### src/rtl/neuron_seq_mac.sv
// Time-multiplexed neuron: y = sat(ReLU((b + sum w[i]*x[i]) >>> SHIFT)).
// The datapath has one multiply-accumulate unit and applies one term per cycle.
// Ports:
//   clk_i     rising-edge clock
//   reset_i   synchronous active-high reset; it overrides new_i
//   new_i     start request; w_i, x_i and b_i are sampled on the same edge
//   w_i       N_IN signed weights, w[i] = w_i[i*W_W +: W_W]
//   x_i       N_IN unsigned inputs, x[i] = x_i[i*X_W +: X_W]
//   b_i       signed bias
//   y_o       unsigned saturated result, held until the next result
//   ready_o   one-cycle pulse when y_o updates
//   busy_o    high while a computation is in progress; new_i is ignored then
module neuron_seq_mac #(
  parameter int unsigned N_IN  = 4,
  parameter int unsigned W_W   = 8,
  parameter int unsigned X_W   = 8,
  parameter int unsigned ACC_W = 16,
  parameter int unsigned SHIFT = 2,
  parameter int unsigned Y_W   = 8
) (
  input  logic                  clk_i,
  input  logic                  reset_i,
  input  logic                  new_i,
  input  logic [N_IN*W_W-1:0]   w_i,
  input  logic [N_IN*X_W-1:0]   x_i,
  input  logic [W_W-1:0]        b_i,
  output logic [Y_W-1:0]        y_o,
  output logic                  ready_o,
  output logic                  busy_o
);

  localparam int unsigned PROD_W = W_W + X_W + 1;
  localparam int unsigned IDX_W  = (N_IN > 1) ? $clog2(N_IN) : 1;
  localparam logic [IDX_W-1:0] IDX_LAST = IDX_W'(N_IN - 1);
  localparam logic [ACC_W-1:0] Y_MAX    = ACC_W'((2 ** Y_W) - 1);

  typedef enum logic [1:0] {IDLE, MAC, DONE} state_e;

  state_e                   state_q, state_d;
  logic signed [ACC_W-1:0]  acc_q, acc_d;
  logic [IDX_W-1:0]         idx_q, idx_d;
  logic [N_IN*W_W-1:0]      w_q, w_d;
  logic [N_IN*X_W-1:0]      x_q, x_d;
  logic [Y_W-1:0]           y_q, y_d;
  logic                     ready_q, ready_d;
  logic                     busy_q, busy_d;

  logic signed [W_W-1:0]    w_sel;
  logic [X_W-1:0]           x_sel;
  logic signed [PROD_W-1:0] w_ext, x_ext, prod;
  logic signed [ACC_W-1:0]  acc_sum;
  logic [ACC_W-1:0]         acc_shr;

  // Current term: signed weight times zero-extended input, then wrapping add.
  always_comb begin
    w_sel   = w_q[32'(idx_q) * W_W +: W_W];
    x_sel   = x_q[32'(idx_q) * X_W +: X_W];
    w_ext   = PROD_W'(w_sel);
    x_ext   = PROD_W'(x_sel);
    prod    = w_ext * x_ext;
    acc_sum = acc_q + ACC_W'(prod);
    acc_shr = acc_q >>> SHIFT;
  end

  // Next-state and datapath control.
  always_comb begin
    state_d = state_q;
    acc_d   = acc_q;
    idx_d   = idx_q;
    w_d     = w_q;
    x_d     = x_q;
    y_d     = y_q;
    ready_d = 1'b0;
    busy_d  = busy_q;
    unique case (state_q)
      IDLE: begin
        if (new_i) begin
          w_d     = w_i;
          x_d     = x_i;
          acc_d   = ACC_W'($signed(b_i));
          idx_d   = '0;
          busy_d  = 1'b1;
          state_d = MAC;
        end
      end
      MAC: begin
        acc_d = acc_sum;
        idx_d = idx_q + IDX_W'(1);
        if (idx_q == IDX_LAST) begin
          state_d = DONE;
        end
      end
      DONE: begin
        // A negative sum clamps to zero; otherwise the scaled sum saturates at all ones.
        if (acc_q[ACC_W-1]) begin
          y_d = '0;
        end else if (acc_shr > Y_MAX) begin
          y_d = '1;
        end else begin
          y_d = Y_W'(acc_shr);
        end
        ready_d = 1'b1;
        busy_d  = 1'b0;
        state_d = IDLE;
      end
      default: begin
        state_d = IDLE;
      end
    endcase
  end

  // State and datapath registers.
  always_ff @(posedge clk_i) begin
    if (reset_i) begin
      state_q <= IDLE;
      acc_q   <= '0;
      idx_q   <= '0;
      w_q     <= '0;
      x_q     <= '0;
      y_q     <= '0;
      ready_q <= 1'b0;
      busy_q  <= 1'b0;
    end else begin
      state_q <= state_d;
      acc_q   <= acc_d;
      idx_q   <= idx_d;
      w_q     <= w_d;
      x_q     <= x_d;
      y_q     <= y_d;
      ready_q <= ready_d;
      busy_q  <= busy_d;
    end
  end

  assign y_o     = y_q;
  assign ready_o = ready_q;
  assign busy_o  = busy_q;

endmodule

### config.mk
export PLATFORM = sky130hd
export DESIGN_NAME = neuron_seq_mac
export DESIGN_NICKNAME = d
export VERILOG_FILES = /design/src/rtl/neuron_seq_mac.sv
export SDC_FILE = /design/constraint.sdc
export NUM_CORES = 1
export LEC_CHECK = 0
export CORE_MARGIN = 2
export CORE_UTILIZATION = 51
export CTS_CLUSTER_DIAMETER = 30
export DETAILED_ROUTE_END_ITERATION = 12
export PLACE_DENSITY = 0.82
export SETUP_SLACK_MARGIN = 0.5
export SYNTH_ARGS = -nofsm -noshare
export SYNTH_HDL_FRONTEND = slang
export SYNTH_SLANG_ARGS = --single-unit
### constraint.sdc
create_clock -name clk_i -period 5.7 [get_ports clk_i]
set_clock_uncertainty 0.2 [all_clocks]
set_input_delay 1.14 -clock clk_i [delete_from_list [all_inputs] [get_ports clk_i]]
set_output_delay 1.14 -clock clk_i [all_outputs]
set_load 0.05 [all_outputs]
==> reports/metrics.csv <==
metric,value,unit
Placer Congestion,0.949,
final wirelength,16900,um
Pwr Density,247,nW/um^2
area share of the largest cell type after synthesis,30.2,%
Pins Over Slew Limit,0,
Multi-input gate area,4180,um^2
Most used DFF post-synth,dfxtp_1,
layout cells sized above 1,14.1,%
clk sinks,94,
Die X,114,um
drt pass-1 iters,5,
dominant cell type by area after synthesis,dfxtp_1,
total CTS buffers,9,
FF-to-FF path depth,15,
Layout Nets,982,
htree depth,3,
max_slew headroom,22.6,%
Worst setup SP type,register,
area grow syn2layout,28.5,%
CP most frequent cell,fa_1,
total DRC errors in the routed layout,0,
final setup fails,0,
fmax,184,MHz
synth warn,0,
row cnt,40,
CP max-delay cell,fa_1,
Post-synth EDFFs,0,
fillcell total,874,
Max VDD drop,159,uV
initial detailed-routing violation count,515,
Critical Path Sink Type,register,
global-route wire length before repair,25900,um
post-synthesis sequential area ratio,30.2,%
actual transition at the worst max-transition pin,1.16,ns
antenna cells,0,
Finished Core Util,66.9,%
fin crit share,95.2,%
Yosys reg bits,94,
Setup TNS,0,ns
Worst-Skew Late Latency,0.35,ns
Total Routing Usage GR,25.2,%
largest net degree at the start of global routing,69,
cell count after synthesis,712,
Ports,85,
initial core utilization,52.1,%
Synth area leaders,"dfxtp_1, fa_1, nand2_1",
synthesized area per cell,8.74,um^2
"Critical Path, Cell by Cell",buf_8 -> mux4_2 -> or2b_1 -> fa_1 -> fa_1 -> inv_2 -> fa_1 -> fa_1 -> fa_2 -> ha_4 -> a21oi_4 -> o21ai_2 -> nand3_2 -> nand3_1 -> or3b_1,
HP Start,w_q[3],
hold-critical path depth,2,
Die H,114,um
Buffers on Ports,84,
Detailed Place HPWL,11800,um
CTS tree,built,
Post-synth ARST share,0,%
RSZ-0062 raised after global routing,true,
setup slack at placement,0.0920,ns
status,completed,
Critical Path Start,idx_q[0],
Mapped Area,6230,um^2
Netlist cell types,46,
Leak,3.47,nW
initial antenna violation count,0,
Worst EP arrival,5.46,ns
Max Buffers Root-to-Sink,2,
routed via count,5447,
most common cell in the synthesized netlist,nand2_1,
Crit Path Class,reg -> reg,
Tmin final,5.43,ns
synth cell count leaders,"nand2_1, dfxtp_1, a21oi_1, inv_1, fa_1",
Clk Tree Root Cell,clkbuf_16,
Max Cap Violations,0,
drt wl/cell,17.6,um
DR vias/cell,5.66,
Levels on crit path,15,
largest stage delay on the critical path,0.59,ns
Critical Path RT,5.74,ns
vias in the first global route,5407,
worst min path class,reg -> reg,
"Buf+Inv Stages, Crit Path",2,
critical-path maximum fanout,5,
DIE AREA,13100,um^2
FF/Latch Area,1890,um^2
Synth Net Count,884,
critical path's top delay family,adder cells,
number of nets with antenna violations after routing,0,
worst setup margin,0.275,ns
total global routing overflow,0,
Fin. Hold Viols,0,
"Clk pin slew, worst setup/hold paths",0.08,ns
worst flop-to-flop path startpoint,idx_q[0],
core footprint,12000,um^2
==> stage by stage <==
stage,area [um^2],hold WS (ns),power [mW],cells
global placement,7250,0.233,1.21,921
detailed placement,7250,0.245,1.24,921
global route,8000,0.273,2.07,962
CTS,7830,0.256,1.92,954
finish,8000,0.256,1.98,962
floorplan,6270,0.232,1.08,712
==> logic make-up after synthesis <==
kind of cell,after synthesis,share of synthesized area (%)
buffers and inverters,103,6.51
muxes,18,6.23
xor gates and xnor gates,13,1.95
adders and majority gates,97,25.6
DFF,94,30.2
and+or+nand+nor,263,18.2
AOI/OAI and AO/OA,124,11.2
==> cells in the final DEF (no fill, tap or decap), drive strengths merged, types with 2 or more instances in the layout <==
cell type      instances
xor2                   2
nor2b                  4
a21o                   2
nand2b                 5
clkdlybuf4s50         83
o21a                   2
nand2                174
a22oi                  6
nand3                  5
a221oi                 5
o21bai                 2
a21oi                 87
nor3                   4
nor2                  31
xnor2                 11
dfxtp                 94
ha                    46
and3                   3
mux2i                  2
o21ai                 12
clkbuf                 9
mux4                  15
or2b                   3
and2                  29
o22ai                  3
clkinv                 3
inv                   73
buf                   38
a31oi                  2
fa                    51
==> timing repair <==
item / CTS / global route
gates cloned: 1 / 0
hold buffers: 0 / 0
endpoints found under the setup margin: 8 / 9
pin swaps: 19 / 24
gates resized for setup: 31 / 23
buffers inserted: 16 / 8
==> flip-flops by register name, summed over array words and instances, names as in the netlist <==
name / flops
w_q: 32
busy_o: 1
ready_o: 1
acc_q: 16
state_q: 2
x_q: 32
y_o: 8
idx_q: 2
==> tightest hold or removal path: cells and delay by family (launching register included) <==
| family | cells | cell delay (ns) |
|---|---|---|
| compound gates | 1 | 0.05 |
| simple gates | 1 | 0.05 |
| flops | 1 | 0.31 |
==> worst paths after layout <==
path               endpoint  slack [ns]
setup / recovery  acc_q[14]        0.27
hold / removal       w_q[3]        0.26
setup reg to reg  acc_q[14]        0.27
hold reg to reg      w_q[3]        0.26
==> cell type report <==
class | count | area share (%)
timing repair buffer | 121 | 14.6
inverter | 69 | 3.27
tap | 147 | 2.30
clock buffer | 9 | 2.81
sequential | 94 | 23.6
clock inverter | 7 | 1.08
multi-input combinational | 515 | 52.3
==> layer usage <==
metal  global-route usage (%)  vias up  part of all wire (%)  wire (um)
met1                     31.9     2612                    41       6910
met2                     42.4      253                    49       8380
li1                         -     2510                     -          -
met3                     4.29       72                   5.6        956
met4                     11.1        0                   4.1        696
met5                        0        -                     0          0
==> where the power goes <==
part	leakage [nW]	internal (mW)	switching, mW
Clock	0.151	0.315	0.306
Sequential	0.772	0.699	0.0315
Combinational	2.54	0.297	0.332
Total	3.47	1.31	0.670
No activity file was read; power rests on OpenSTA's default activity.
